File: src/rtl/div_pkg.sv
// Shared definitions for the sequential divider: result-class flag codes,
// FSM state encoding and the operand class reported by div_classify.
package div_pkg;

  localparam logic [2:0] FL_IDLE  = 3'b000;  // no result since reset
  localparam logic [2:0] FL_BUSY  = 3'b001;  // iterative division running
  localparam logic [2:0] FL_OK    = 3'b010;  // general result
  localparam logic [2:0] FL_DIV0  = 3'b011;
  localparam logic [2:0] FL_DIV1  = 3'b100;
  localparam logic [2:0] FL_POW2  = 3'b101;
  localparam logic [2:0] FL_EQ    = 3'b110;
  localparam logic [2:0] FL_SMALL = 3'b111;

  typedef enum logic [1:0] {
    ST_IDLE = 2'd0,
    ST_CALC = 2'd1,
    ST_FIN  = 2'd2
  } state_t;

  typedef enum logic [2:0] {
    CL_DIV0  = 3'd0,
    CL_DIV1  = 3'd1,
    CL_POW2  = 3'd2,
    CL_SMALL = 3'd3,
    CL_EQ    = 3'd4,
    CL_GEN   = 3'd5
  } cls_t;

endpackage

File: src/rtl/div_classify.sv
// Combinational operand classifier.
// Ports: inA (dividend), inB (divisor) -> cls (first matching operand class
// in priority order), k (index of the highest set bit of inB; equals log2(inB)
// when inB is a power of two).
module div_classify
  import div_pkg::*;
#(
  parameter int DW = 16,
  parameter int VW = 8,
  parameter int KW = $clog2(VW)
) (
  input  logic [DW-1:0] inA,
  input  logic [VW-1:0] inB,
  output cls_t          cls,
  output logic [KW-1:0] k
);

  logic pow2;

  // Priority encoder: the highest set bit wins because it is assigned last.
  always_comb begin
    k = '0;
    for (int i = 0; i < VW; i++) begin
      if (inB[i]) k = KW'(i);
    end
  end

  // Only meaningful for inB >= 2; zero and one are caught earlier.
  assign pow2 = ((inB & (inB - VW'(1))) == '0);

  always_comb begin
    if (inB == '0)             cls = CL_DIV0;
    else if (inB == VW'(1))    cls = CL_DIV1;
    else if (pow2)             cls = CL_POW2;
    else if (inA < DW'(inB))   cls = CL_SMALL;
    else if (inA == DW'(inB))  cls = CL_EQ;
    else                       cls = CL_GEN;
  end

endmodule

File: src/rtl/seq_divider.sv
// Sequential unsigned divider with LOAD/BUSY/DONE handshake.
// Trivial operand classes resolve on the LOAD edge; the general case runs a
// restoring shift-subtract loop, one quotient bit per clock, DW clocks total.
// Ports: CLOCK, RESET (async, active high), LOAD, inA (dividend), inB
// (divisor) -> BUSY, DONE (one-cycle pulse), FLAG (result class), qnt, rem.
//
// state | meaning
// IDLE  | waiting for LOAD, last result held on outputs
// CALC  | iterating, one quotient bit per edge
// FIN   | DONE pulse cycle; LOAD here starts the next operation
module seq_divider
  import div_pkg::*;
#(
  parameter int DW = 16,
  parameter int VW = 8
) (
  input  logic          CLOCK,
  input  logic          RESET,
  input  logic          LOAD,
  input  logic [DW-1:0] inA,
  input  logic [VW-1:0] inB,
  output logic          BUSY,
  output logic          DONE,
  output logic [2:0]    FLAG,
  output logic [DW-1:0] qnt,
  output logic [VW-1:0] rem
);

  localparam int CW = (DW > 1) ? $clog2(DW) : 1;
  localparam int KW = $clog2(VW);

  state_t        state;
  logic [CW-1:0] cnt;
  logic [VW-1:0] b_reg;
  logic [VW-1:0] p_reg;   // partial remainder, always < b_reg
  logic [DW-1:0] q_reg;

  cls_t          cls;
  logic [KW-1:0] k;

  logic [VW:0]   t, diff;
  logic          ge;
  logic [VW-1:0] p_nxt;
  logic [DW-1:0] q_nxt;

  logic [DW-1:0] sp_q, mask;
  logic [VW-1:0] sp_r;
  logic [2:0]    sp_flag;

  div_classify #(.DW(DW), .VW(VW), .KW(KW)) u_classify (
    .inA (inA),
    .inB (inB),
    .cls (cls),
    .k   (k)
  );

  // Borrow out of the VW+1-bit subtract tells whether T >= divisor.
  assign t     = {p_reg, q_reg[DW-1]};
  assign diff  = t - {1'b0, b_reg};
  assign ge    = ~diff[VW];
  assign p_nxt = ge ? diff[VW-1:0] : t[VW-1:0];
  assign q_nxt = {q_reg[DW-2:0], ge};

  assign mask  = (DW'(1) << k) - DW'(1);

  always_comb begin
    sp_q    = '0;
    sp_r    = '0;
    sp_flag = FL_IDLE;
    case (cls)
      CL_DIV0: begin
        sp_q    = '1;
        sp_r    = '1;
        sp_flag = FL_DIV0;
      end
      CL_DIV1: begin
        sp_q    = inA;
        sp_flag = FL_DIV1;
      end
      CL_POW2: begin
        sp_q    = inA >> k;
        sp_r    = VW'(inA & mask);
        sp_flag = FL_POW2;
      end
      CL_SMALL: begin
        sp_r    = inA[VW-1:0];
        sp_flag = FL_SMALL;
      end
      CL_EQ: begin
        sp_q    = DW'(1);
        sp_flag = FL_EQ;
      end
      default: ;
    endcase
  end

  always_ff @(posedge CLOCK or posedge RESET) begin
    if (RESET) begin
      state <= ST_IDLE;
      cnt   <= '0;
      b_reg <= '0;
      p_reg <= '0;
      q_reg <= '0;
      BUSY  <= 1'b0;
      DONE  <= 1'b0;
      FLAG  <= FL_IDLE;
      qnt   <= '0;
      rem   <= '0;
    end else begin
      case (state)
        ST_IDLE, ST_FIN: begin
          DONE <= 1'b0;
          if (LOAD) begin
            b_reg <= inB;
            q_reg <= inA;
            p_reg <= '0;
            if (cls == CL_GEN) begin
              state <= ST_CALC;
              cnt   <= CW'(DW - 1);
              BUSY  <= 1'b1;
              FLAG  <= FL_BUSY;
            end else begin
              state <= ST_FIN;
              DONE  <= 1'b1;
              FLAG  <= sp_flag;
              qnt   <= sp_q;
              rem   <= sp_r;
            end
          end else begin
            state <= ST_IDLE;
          end
        end
        ST_CALC: begin
          p_reg <= p_nxt;
          q_reg <= q_nxt;
          cnt   <= cnt - 1'b1;
          if (cnt == '0) begin
            state <= ST_FIN;
            BUSY  <= 1'b0;
            DONE  <= 1'b1;
            FLAG  <= FL_OK;
            qnt   <= q_nxt;
            rem   <= p_nxt;
          end
        end
        default: state <= ST_IDLE;
      endcase
    end
  end

endmodule
File: config.mk
export PLATFORM = sky130hd
export DESIGN_NAME = seq_divider
export DESIGN_NICKNAME = d
export VERILOG_FILES = /design/src/rtl/div_pkg.sv /design/src/rtl/div_classify.sv /design/src/rtl/seq_divider.sv
export SDC_FILE = /design/constraint.sdc
export NUM_CORES = 1
export LEC_CHECK = 0
export CAP_MARGIN = 20
export CELL_PAD_IN_SITES_DETAIL_PLACEMENT = 0
export CELL_PAD_IN_SITES_GLOBAL_PLACEMENT = 1
export CORE_MARGIN = 2
export CORE_UTILIZATION = 40
export CTS_BUF_LIST = sky130_fd_sc_hd__clkbuf_8
export CTS_CLUSTER_SIZE = 16
export DETAILED_ROUTE_END_ITERATION = 10
export PLACE_DENSITY = 0.74
export SYNTH_ARGS = -nofsm -noshare
export SYNTH_HDL_FRONTEND = slang
export SYNTH_SLANG_ARGS = --single-unit
export TNS_END_PERCENT = 10
File: constraint.sdc
create_clock -name CLOCK -period 3.4 [get_ports CLOCK]
set_input_delay 0.51 -clock CLOCK [delete_from_list [all_inputs] [get_ports CLOCK]]
set_output_delay 0.51 -clock CLOCK [all_outputs]
set_load 0.05 [all_outputs]
# == After elaboration in Yosys (flattened, before gate mapping) ==
# Index checks and enable logic that the tools add are counted.
# word_totals
ff_bits,67
output_inout_bits,29
elab_cells,94
# op_classes
n_mux,47
shift,2
n_lt_le_gt_ge,1
eq_ne,13
n_bitwise,3
reduce_logical,14
addsub,4
# ops
operator,count
$mux 16,4
$pmux 16 s2,2
$pmux 16 s4,1
$mux 8,5
$mux 3,11
$pmux 8 s2,2
$pmux 8 s3,1
$and 8x8->8,2
$eq 16x8->1,1
$logic_not 8->1,2
$lt 16x8->1,1
$shr 16x3->16,1
$pmux 3 s5,1
$mux 2,5
$sub 9x8->9,1
$eq 8x1->1 const B,1
$mux 1,8
$mux 4,2
$ne 2x2->1 const B,4
$pmux 4 s2,1
$reduce_and 4->1,2
$shl 1x3->8 const A,1
$sub 8x1->8 const B,1
$sub 8x2->8 const B,1
other kinds (17),23

# == Logic depth before layout (Yosys ltp) ==
# Gate-level depths: netlist of run 1.
# logic_depth
depth_word,14
ltp_mapped,13
depth_no_buf,12

# == Modules after synthesis ==
# A second synthesis of run 1 with hierarchy kept.
# unflattened
cells_unflattened,535
hier_area_um2,4519.3
# by_module_without_submodules
mod,area_each_um2,seq_area_each_um2,n_inst,cells_per_inst
seq_divider,4181.5,1676.6,1,484
div_classify,337.8,0.0,1,51

# == Least setup slack after synthesis of run 1 ==
# OpenSTA, ideal clock, no wires.
# synth_path
kind,input-to-reg
from,input port inB[5]
to,register rem[6]
stages,12
setup_slack_ps,498
required_time_ps,3318
n_path_buf,2
arrival_ps,2820
cell_sequence,buf_6 > nor4_4 > nand2_1 > nor2_1 > clkbuf_1 > inv_1 > ha_1 > or3_1 > a21oi_1 > o22a_1 > nand2_1 > a31oi_1
# synth_between
elab_chain_len,11
# synth_rtl
element,line_no,rtl
start: declaration,seq_divider.sv:21,"input logic [VW-1:0] inB,"
$sub 8x1->8 / $eq 16x8->1 (equally long branches),"div_classify.sv:29, div_classify.sv:36",
$and 8x8->8 / $mux 1 (equally long branches),"div_classify.sv:29, div_classify.sv:36",
$logic_not 8->1 / $mux 3 (equally long branches),"div_classify.sv:29, div_classify.sv:35",
$mux 3,div_classify.sv:34,else if (pow2) cls = CL_POW2;
$mux 3,div_classify.sv:33,else if (inB == VW'(1)) cls = CL_DIV1;
$mux 3,div_classify.sv:32,if (inB == '0) cls = CL_DIV0;
$eq 3x2->1 / $logic_not 3->1 (equally long branches),seq_divider.sv:70,case (cls)
$pmux 8 s3,seq_divider.sv:70,
$mux 8,seq_divider.sv:117,if (cls == CL_GEN) begin
$mux 8,seq_divider.sv:113,if (LOAD) begin
$pmux 8 s2,seq_divider.sv:110,case (state)
end signal: assignment,seq_divider.sv:127,rem <= sp_r;
end signal: assignment,seq_divider.sv:143,rem <= p_nxt;
end: declaration,seq_divider.sv:26,output logic [VW-1:0] rem
# Several ways; a longest one is shown, not always the timed one. The select of a mux whose other input is x is not followed.
# A chain may end at the register's enable or synchronous reset.

# == Final worst setup path of run 1 ==
# layout_path
from,register q_reg[15]
to,register rem[5]
# layout_between
elab_chain_len,4
# layout_rtl
element,line_no,rtl
start: declaration,seq_divider.sv:36,logic [DW-1:0] q_reg;
start signal: assignment,seq_divider.sv:115,q_reg <= inA;
start signal: assignment,seq_divider.sv:135,q_reg <= q_nxt;
$sub 9x8->9,seq_divider.sv:59,"assign diff = t - {1'b0, b_reg};"
$mux 8,seq_divider.sv:61,assign p_nxt = ge ? diff[VW-1:0] : t[VW-1:0];
$mux 8,seq_divider.sv:137,if (cnt == '0) begin
$pmux 8 s2,seq_divider.sv:110,
# No other way between the ends. The select of a mux whose other input is x is not followed.

==> results of run 1 <==
-- metrics by stage --
step                utilization  instance area [µm²]
global placement          0.492                 5580
finish                    0.514                 5820
CTS                       0.514                 5820
detailed placement        0.492                 5580
global route              0.514                 5820
floorplan                     -                 4600
-- layout make-up --
type / count / area (µm²) / area share
Timing Repair Buffer: 103 / 936 / 0.161
Inverter: 24 / 90.1 / 0.0155
Multi-Input combinational cell: 406 / 2690 / 0.463
Sequential cell: 67 / 1680 / 0.288
Clock inverter: 7 / 124 / 0.0213
Tap cell: 143 / 179 / 0.0307
Clock buffer: 9 / 124 / 0.0213
-- worst max-delay path by stage --
stage	startpoint	to	slack, ps	cells after the start
2_1_floorplan	inB[5]	rem[6]	500	12
3_3_place_gp	inB[6]	qnt[14]	130	10
3_5_place_dp	inB[6]	qnt[14]	110	10
4_1_cts	q_reg[15]	rem[5]	280	13
5_1_grt	q_reg[15]	rem[5]	50	13
6_report	q_reg[15]	rem[5]	280	13
-- kinds of logic (layout without fill, tap and decap cells) --
| kind of cell | Yosys count | in the layout | share of synthesized area |
|---|---|---|---|
| simple gates | 170 | 170 | 0.176 |
| mux | 50 | 50 | 0.110 |
| xor+xnor | 8 | 8 | 0.0152 |
| buf+inv | 55 | 143 | 0.0530 |
| compound gates | 158 | 158 | 0.226 |
| fa+ha+maj | 20 | 20 | 0.0554 |
| flops | 67 | 67 | 0.364 |
-- power groups by stage --
stage          logic (µW)  registers [µW]  clock network (µW)
5_1_grt              3350            1480                 883
3_3_place_gp         3010            1440                   0
4_1_cts              3080            1440                 846
2_1_floorplan        1610            1950                   0
6_report             3050            1430                 835
3_5_place_dp         3060            1450                   0
-- routing by layer --
metal | wire (µm) | global-route usage
met2 | 7140 | 0.409
met3 | 645 | 0.0443
met1 | 6520 | 0.313
met4 | 451 | 0.0914
met5 | 0 | 0
-- synthesized netlist by cell type (3+ instances only) --
cell       n
clkbuf_1  19
or3_1      6
and3_1     4
o22a_1     9
xor2_1     3
nand2b_1   3
xnor2_1    5
nor2b_1    4
inv_1     24
nor3_1     7
mux2i_1   47
o211ai_1  14
buf_2      6
a21o_1     5
nor4_1     3
a21oi_1   23
nor2_1    34
o21a_1     5
o221ai_1   3
dfrtp_1   67
mux2_2     3
buf_6      3
nand2_1   76
o21ai_0   56
nand3_1   13
ha_1      18
a31oi_1   15
-- worst min-delay path, stage by stage (launching register included) --
cell,delay (ps)
dfrtp_1,350
nand2_1,50
o21ai_0,60
==> out/results.txt, run 1 <==
most frequent cells in the layout: nand2_1 (76), dfrtp_1 (67), o21ai_0 (56), clkdlybuf4s50_1 (55), mux2i_1 (47)
endpoints failing hold: 0
Top Family by Delay on Critical Path: compound AO/OA/AOI/OAI gates
crit path kind: reg -> reg
TritonRoute pass-1 iters: 4
Clock Sinks: 67
global-route wire length before repair: 23700 µm
Max Cap Violations: 0
worst slew pin tran: 697 ps
unrepaired setup endpoints after global routing: false
Worst Hold Class: reg -> reg
H-tree depth: 3
maximum VDD drop: 711 µV
initial antenna violation count: 0
drt wl/cell: 19.4 µm
R2R Setup Slk: 280 ps
Max Clk Rate: 320 MHz
total number of vias: 4388
Die ar.: 0.0124 mm²
# rows: 39
dpl ws: 113 ps
top-area cell type share of the netlist area: 0.364
Clock Tree Buf Depth: 2
Setup WS post-layout: 277 ps
slowest CP cell: fa_1
reg2reg end: rem[5]
cell chain of the critical path: inv_1 > ha_1 > inv_1 > fa_1 > a21oi_1 > o211ai_1 > or3_1 > a31oi_1 > xnor2_1 > buf_4 > mux2i_1 > nor2_1 > o22a_1
pin count of the biggest net entering global routing: 48
Total GRT Usage: 0.244
Post-Syn Area: 0.00460 mm²
status: completed
Area Growth Syn to Fin: 26.5%
Post-CTS Setup Repair Bufs: 0
Synthesis Warnings: 0
proportion of power drawn by flip-flops and latches: 0.269
Worst Hold Endpoint: FLAG[2]
Final Cycle Share: 0.918
Num CTS Buffers: 9
sequential fraction of the synthesis area: 0.364
vias per inst: 5.78
max incr delay on CP: 400 ps
Synth area leaders: dfrtp_1 (36%), mux2i_1 (10%), nand2_1 (6.2%)
Slew HR: 0.535
I/O pin cnt: 56
final WL: 14800 µm
most used cell, CP: inv_1
post_cts resized: 0
Port Buffers: 55
switching share of power: 0.463
Placed Cells incl. Taps: 743
filler cell count: 1110
Seq cells post-synth: 67
CTS tree: built
Post-synth EDFFs: 0
initial drt markers: 309
Power Dens Cells: 913 mW/mm²
worst reg2reg path depth: 13
WP data required: 3640 ps
die height: 111 µm
Core Region: 0.0113 mm²
drt drc: 0
sw power: 2460 µW
Worst EP arrival: 3360 ps
worst-skew pair later-pin latency: 350 ps
count of non-filler cells in the finished layout: 759
Worst-path clk slew: 80 ps
setup TNS: 0 ps
final hold slack: 490 ps
Clk network pwr share: 0.157
Comb power frac: 0.574
vias in the first global route: 4425
Remaining Overflow, GRT: 0
Post-synth top flop: dfrtp_1
Root Buffer: clkbuf_8
Final GP Congestion: 0.980
Worst Path Buf+Inv: 3
post-route ant nets: 0
Cell variety after synth: 67
post-synthesis net count: 574
# setup viols final: 0
min-delay src: FLAG[2]
cell leakage power: 0.00252 µW
mean post-synth cell area: 8.72 µm²
ys async rst share: 1.00
Final Skew: 7.12 ps
hold_buf cts: 0
crit path capture type: register
Final nets: 657
Final min period: 3120 ps
internal power: 2860 µW
crit-path max FO: 11
Die W: 111 µm
PnR Total Power: 5320 µW
starting density of the core: 0.407
Synth Instances: 528
Min-Delay Path Depth: 2
commonest non-fill, non-tap cell in the layout: nand2_1
Final Slew Violations: 0
Yosys top cell by area: dfrtp_1
layout cells sized above 1: 0.146
# diodes: 0
RR Startpoint: q_reg[15]
CP Launch Type: register
Post-DP HPWL: 11400 µm
Power figures use the tool's default switching activity.
==> inputs of run 2 (changes only) <==
--- a/config.mk
+++ b/config.mk
@@ -14,6 +14,7 @@
 export CTS_CLUSTER_SIZE = 16
 export DETAILED_ROUTE_END_ITERATION = 10
 export PLACE_DENSITY = 0.74
+export SKIP_LAST_GASP = 1
 export SYNTH_ARGS = -nofsm -noshare
 export SYNTH_HDL_FRONTEND = slang
 export SYNTH_SLANG_ARGS = --single-unit
==> results of run 2 <==
The final DEF is identical to that of run 1; final timing and power are the same.
